--- src/rtl/wb_dm_cache.sv ---
// Direct-mapped write-back/write-allocate line cache between a Wishbone CPU port and memory.
// Define WB_DM_CACHE_PERF_CNT_EN to add saturating hit/miss counters.
module wb_dm_cache #(
  parameter int NUM_SETS = 8
) (
  input  logic         clk,
  input  logic         rst_n,
  input  logic         cpu_cyc,
  input  logic         cpu_stb,
  input  logic         cpu_we,
  input  logic [15:0]  cpu_sel,
  input  logic [15:0]  cpu_adr,
  input  logic [127:0] cpu_dat_m,
  output logic [127:0] cpu_dat_s,
  output logic         cpu_ack,
  output logic         mem_cyc,
  output logic         mem_stb,
  output logic         mem_we,
  output logic [15:0]  mem_sel,
  output logic [15:0]  mem_adr,
  output logic [127:0] mem_dat_m,
  input  logic [127:0] mem_dat_s,
  input  logic         mem_ack
`ifdef WB_DM_CACHE_PERF_CNT_EN
  ,
  output logic [31:0]  hit_count,
  output logic [31:0]  miss_count
`endif
);

  localparam int IDX_W = $clog2(NUM_SETS);
  localparam int TAG_W = 12 - IDX_W;

  typedef enum logic [2:0] {IDLE, COMPARE, WRITEBACK, FILL, DONE} state_t;

  state_t state_q, state_d;

  logic [127:0]       data_q [NUM_SETS];
  logic [TAG_W-1:0]   tag_q  [NUM_SETS];
  logic [NUM_SETS-1:0] valid_q, dirty_q;

  // Line address of the request, captured when it is accepted in IDLE.
  logic [11:0]        req_line;
  logic [IDX_W-1:0]   idx;
  logic [TAG_W-1:0]   req_tag;
  logic [127:0]       line, merged, rd_line, dat_hold;
  logic               req, hit, latch, line_wr, fill_wr, wb_done;
  logic               unused_offset;

  assign unused_offset = ^cpu_adr[3:0];
  assign req     = cpu_cyc & cpu_stb;
  assign idx     = req_line[IDX_W-1:0];
  assign req_tag = req_line[11:IDX_W];
  assign line    = data_q[idx];
  assign hit     = valid_q[idx] && (tag_q[idx] == req_tag);

  genvar b;
  for (b = 0; b < 16; b++) begin : g_byte
    assign merged[8*b +: 8] = cpu_sel[b] ? cpu_dat_m[8*b +: 8] : line[8*b +: 8];
  end

  assign rd_line   = cpu_we ? merged : line;
  assign cpu_dat_s = cpu_ack ? rd_line : dat_hold;

  always_comb begin
    state_d   = state_q;
    cpu_ack   = 1'b0;
    mem_cyc   = 1'b0;
    mem_stb   = 1'b0;
    mem_we    = 1'b0;
    mem_sel   = 16'h0;
    mem_adr   = 16'h0;
    mem_dat_m = 128'h0;
    latch     = 1'b0;
    line_wr   = 1'b0;
    fill_wr   = 1'b0;
    wb_done   = 1'b0;
    case (state_q)
      IDLE: if (req) begin
        latch   = 1'b1;
        state_d = COMPARE;
      end
      COMPARE: begin
        if (!req) state_d = IDLE;
        else if (hit) begin
          cpu_ack = 1'b1;
          line_wr = cpu_we;
          state_d = DONE;
        end else if (valid_q[idx] && dirty_q[idx]) state_d = WRITEBACK;
        else state_d = FILL;
      end
      WRITEBACK: begin
        mem_cyc   = 1'b1;
        mem_stb   = 1'b1;
        mem_we    = 1'b1;
        mem_sel   = 16'hFFFF;
        mem_adr   = {tag_q[idx], idx, 4'b0};
        mem_dat_m = line;
        if (mem_ack) begin
          wb_done = 1'b1;
          state_d = FILL;
        end
      end
      FILL: begin
        mem_cyc = 1'b1;
        mem_stb = 1'b1;
        mem_sel = 16'hFFFF;
        mem_adr = {req_tag, idx, 4'b0};
        // A withdrawn request still installs the line, then returns to IDLE.
        if (mem_ack) begin
          fill_wr = 1'b1;
          state_d = req ? COMPARE : IDLE;
        end
      end
      DONE:    state_d = IDLE;
      default: state_d = IDLE;
    endcase
  end

  always_ff @(posedge clk or negedge rst_n) begin
    if (!rst_n) begin
      state_q  <= IDLE;
      valid_q  <= '0;
      dirty_q  <= '0;
      req_line <= '0;
      dat_hold <= '0;
    end else begin
      state_q <= state_d;
      if (latch)   req_line <= cpu_adr[15:4];
      if (cpu_ack) dat_hold <= rd_line;
      if (line_wr) dirty_q[idx] <= 1'b1;
      if (wb_done) dirty_q[idx] <= 1'b0;
      if (fill_wr) begin
        valid_q[idx] <= 1'b1;
        dirty_q[idx] <= 1'b0;
      end
    end
  end

  always_ff @(posedge clk) begin
    if (fill_wr) begin
      data_q[idx] <= mem_dat_s;
      tag_q[idx]  <= req_tag;
    end else if (line_wr) begin
      data_q[idx] <= merged;
    end
  end

`ifdef WB_DM_CACHE_PERF_CNT_EN
  // Retry lookups after a fill are not first-pass, so they never count as hits.
  logic first_pass_q, cnt_hit, cnt_miss;

  assign cnt_hit  = (state_q == COMPARE) && req && hit && first_pass_q;
  assign cnt_miss = (state_q == COMPARE) && req && !hit;

  always_ff @(posedge clk or negedge rst_n) begin
    if (!rst_n) begin
      first_pass_q <= 1'b0;
      hit_count    <= '0;
      miss_count   <= '0;
    end else begin
      if (latch) first_pass_q <= 1'b1;
      else if (state_q == COMPARE) first_pass_q <= 1'b0;
      if (cnt_hit && hit_count != 32'hFFFF_FFFF)   hit_count  <= hit_count + 32'd1;
      if (cnt_miss && miss_count != 32'hFFFF_FFFF) miss_count <= miss_count + 32'd1;
    end
  end
`endif

endmodule

--- config.mk ---
export PLATFORM = sky130hd
export DESIGN_NAME = wb_dm_cache
export DESIGN_NICKNAME = d
export VERILOG_FILES = /design/src/rtl/wb_dm_cache.sv
export SDC_FILE = /design/constraint.sdc
export NUM_CORES = 2
export LEC_CHECK = 0
export ABC_AREA = 1
export BUFFER_PORTS_ARGS = -buffer_cell sky130_fd_sc_hd__clkbuf_2
export CAP_MARGIN = 20
export CORE_UTILIZATION = 61
export CTS_BUF_LIST = sky130_fd_sc_hd__clkbuf_4 sky130_fd_sc_hd__clkbuf_8
export DETAILED_ROUTE_END_ITERATION = 6
export PLACE_DENSITY = 0.86
export SKIP_CTS_REPAIR_TIMING = 1
export SYNTH_ARGS = -nofsm -noshare
export SYNTH_HDL_FRONTEND = slang
export SYNTH_SLANG_ARGS = --single-unit
--- constraint.sdc ---
create_clock -name clk -period 14.08 [get_ports clk]
set_input_delay 0.704 -clock clk [delete_from_list [all_inputs] [get_ports clk]]
set_output_delay 0.704 -clock clk [all_outputs]
set_load 0.05 [all_outputs]
==> flow_summary.ini <==
[run_status]
status = finished, final reports clean

[critical_path]
critPathArrivalTime_ns = 7.05
endpoint_kind = output pin
path_common_cell = nand2_1
crit_chain = clkinv_2 > nor2_4 > nand2_1 > nand2_1 > nor2_1 > nand3_1 > nand2_1 > nor2_1 > nand2_1 > nor2_4 > nand2_8 > inv_4 > buf_4 > buf_12 > a21oi_1 > clkbuf_2
crit_path_max_incr_delay_ns = 1.01
r2r_cells = 14
cp_slowest_cell = nor2_4
critPathLaunchType = register
critPathKind = register to output pin
cp_max_fo = 77
crit_required_ns = 13.38

[placement]
hpwl_um = 91000
dp_slack_ns = 7.249
routabilityCongestion = 0.9154
numPortBuffers = 577

[global_route]
grt_usage_pct = 34.13
grt_pass1_wl_um = 228100
grt_max_degree = 122
antenna_found_initial = 6
grt.overflow.total = 0
grt_pass1_vias = 39820

[timing]
setup_viol = 0
max_freq_ghz = 0.1290
final-hold-violation-count = 0
relSlewSlack_pct = 17.63
period_needed_ns = 7.753
finalClockSkew_ns = 0.04509
slew_violations = 0
finalCritPeriodShare_pct = 55.07
fin_tns_setup_ns = 0
grt_setup_unrepaired = no
tightestPinTransition_ns = 1.231
setup_slack_ns = 6.327

[logic_synthesis]
synthTopCellsByCount = nand2_1 (1475), edfxtp_1 (1096), inv_1 (716)
yosysSeqAreaShare_pct = 67.98
yosysUniqueCellTypes = 34
syn-mean-instance-area_um2 = 10.40
synth_flop_cell = edfxtp_1
netlist_area_um2 = 54270
async_reset_ff_share_pct = 12.67
netlist_instances = 5220
yosys_warnings = 0
synthTopCellsByArea = edfxtp_1 (61%), nand2_1 (10%), dfrtp_1 (7.3%)
synth_seq_cells = 1255
synth_top_cell_by_area = edfxtp_1
yosysTopAreaCellShare_pct = 60.64
synth_edf_count = 1096
synth.most_common_cell = nand2_1

[min_path]
min_path_cells = 3
hold_path_class = input pin to register

[finish]
fillers = 5678
drive_gt1_share_pct = 18.08
layout.nets = 6074
syn2layout_area_growth_pct = 14.62

[routing]
ant_nets = 0
wire_per_inst_um = 21.88
finalWirelength_um = 155800
drt_iter0_drc = 5146
vias_per_cell = 5.771
dr_total_vias = 41090
drc = 0
dr.pass1.iters = 6

[cts]
cts.sinks = 1255
cts_buffers = 192
cts.clk_slew.worst_paths_ns = 0.06
clockRootBuffer = clkbuf_8
cts.htree.levels = 4
clk_path_buf_depth = 3
cts_tree = done
insertion_delay_ns = 0.89

[power_and_ir_drop]
p_leak_nw = 27.26
power_density_nw_per_um2 = 177.0
ir_drop_uv = 142.9
fin_total_pwr_mw = 11.01

[die]
die_h_um = 300.3
row_count = 109
die_w_um = 300.3
initial_core_util_pct = 61.50
coreArea_um2 = 88240
io_pins = 586
die-area_um2 = 90160

[job]
drv_cap = 0
## power breakdown
| group | internal (mW) | switching (mW) | leakage [nW] |
|---|---|---|---|
| clock network | 1.72 | 1.44 | 2.14 |
| logic | 0.860 | 2.68 | 13.8 |
| registers | 4.21 | 0.0921 | 11.3 |
| total | 6.79 | 4.22 | 27.3 |
## flip-flops by register name, summed over array words and instances, names as in the netlist
signal    count
dat_hold    128
data_q     1024
dirty_q       8
req_line     12
state_q       3
tag_q        72
valid_q       8
## critical path: cells and delay by family, from the launching register on
kind / cells / cell delay (ns)
compound gates: 1 / 0.18
buf+inv: 5 / 2.42
flops: 1 / 0.83
simple gates: 10 / 2.61
## routing by layer
metal	share of wire [%]	track usage, %	vias to the layer above
met1	36	42.77	19200
met4	5.3	20.48	0
met3	12	7.566	471
met5	0	0	-
met2	47	54.69	2900
li1	-	-	18520
## metrics by stage
stage          hold WS [ns]  std cells  instance area (um2)  utilization (%)
5_1_grt             0.07198       7117                62200            70.49
2_1_floorplan        0.4084       5223                54280                -
3_3_place_gp         0.4385       6745                58040            65.78
6_report             0.1018       7119                62200            70.50
3_5_place_dp         0.4500       6745                58040            65.78
4_1_cts             -0.1456       7105                62080            70.35
## placed cells by master (no fill, tap or decap), drive strengths merged, types with 3 or more instances in the layout
cell,Yosys,layout
a22oi,29,29
o22ai,7,7
clkinv,1,64
or2,48,48
edfxtp,1096,1096
a221oi,8,8
diode,0,8
nand2,1476,1476
a22o,29,29
inv,763,771
clkinvlp,0,3
clkbuf,187,853
conb,1,4
nand4,40,40
a21oi,327,327
o21ai,402,402
o21a,40,40
buf,87,59
nor2,256,256
dfrtp,159,159
nand3,107,107
bufinv,0,10
a211oi,148,148
## cell type report
cell class / instances / area (um2) / share of cell area [%]
flip-flops and latches: 1255 / 36890 / 59.31
multi-input cells: 2930 / 13490 / 21.69
repair buffers: 637 / 3425 / 5.505
clock buffers: 276 / 3336 / 5.362
inverters: 764 / 2880 / 4.630
well taps: 1165 / 1458 / 2.343
clock inverters: 84 / 701.9 / 1.128
diodes: 8 / 20.02 / 0.03218
## kinds of logic after synthesis
logic type / count (synthesis) / synth area share, %
xor+xnor: 2 / 0.03228
simple gates: 1931 / 14.06
buf+inv: 1038 / 7.484
flops: 1255 / 67.98
compound gates: 993 / 10.44
other cells: 1 / 0.006910
## final timing paths
kind | slack [ns] | endpoint | from
max | 6.33 | cpu_dat_s[10] | req_line[0]
min | 0.10 | req_line[10] | cpu_adr[14]
max reg2reg | 7.66 | data_q[5][127] | req_line[0]
min reg2reg | 0.46 | valid_q[6] | valid_q[6]
max in group asynchronous | 12.31 | dat_hold[47] | rst_n
min in group asynchronous | 0.47 | dat_hold[122] | rst_n
Power figures use the tool's default switching activity.
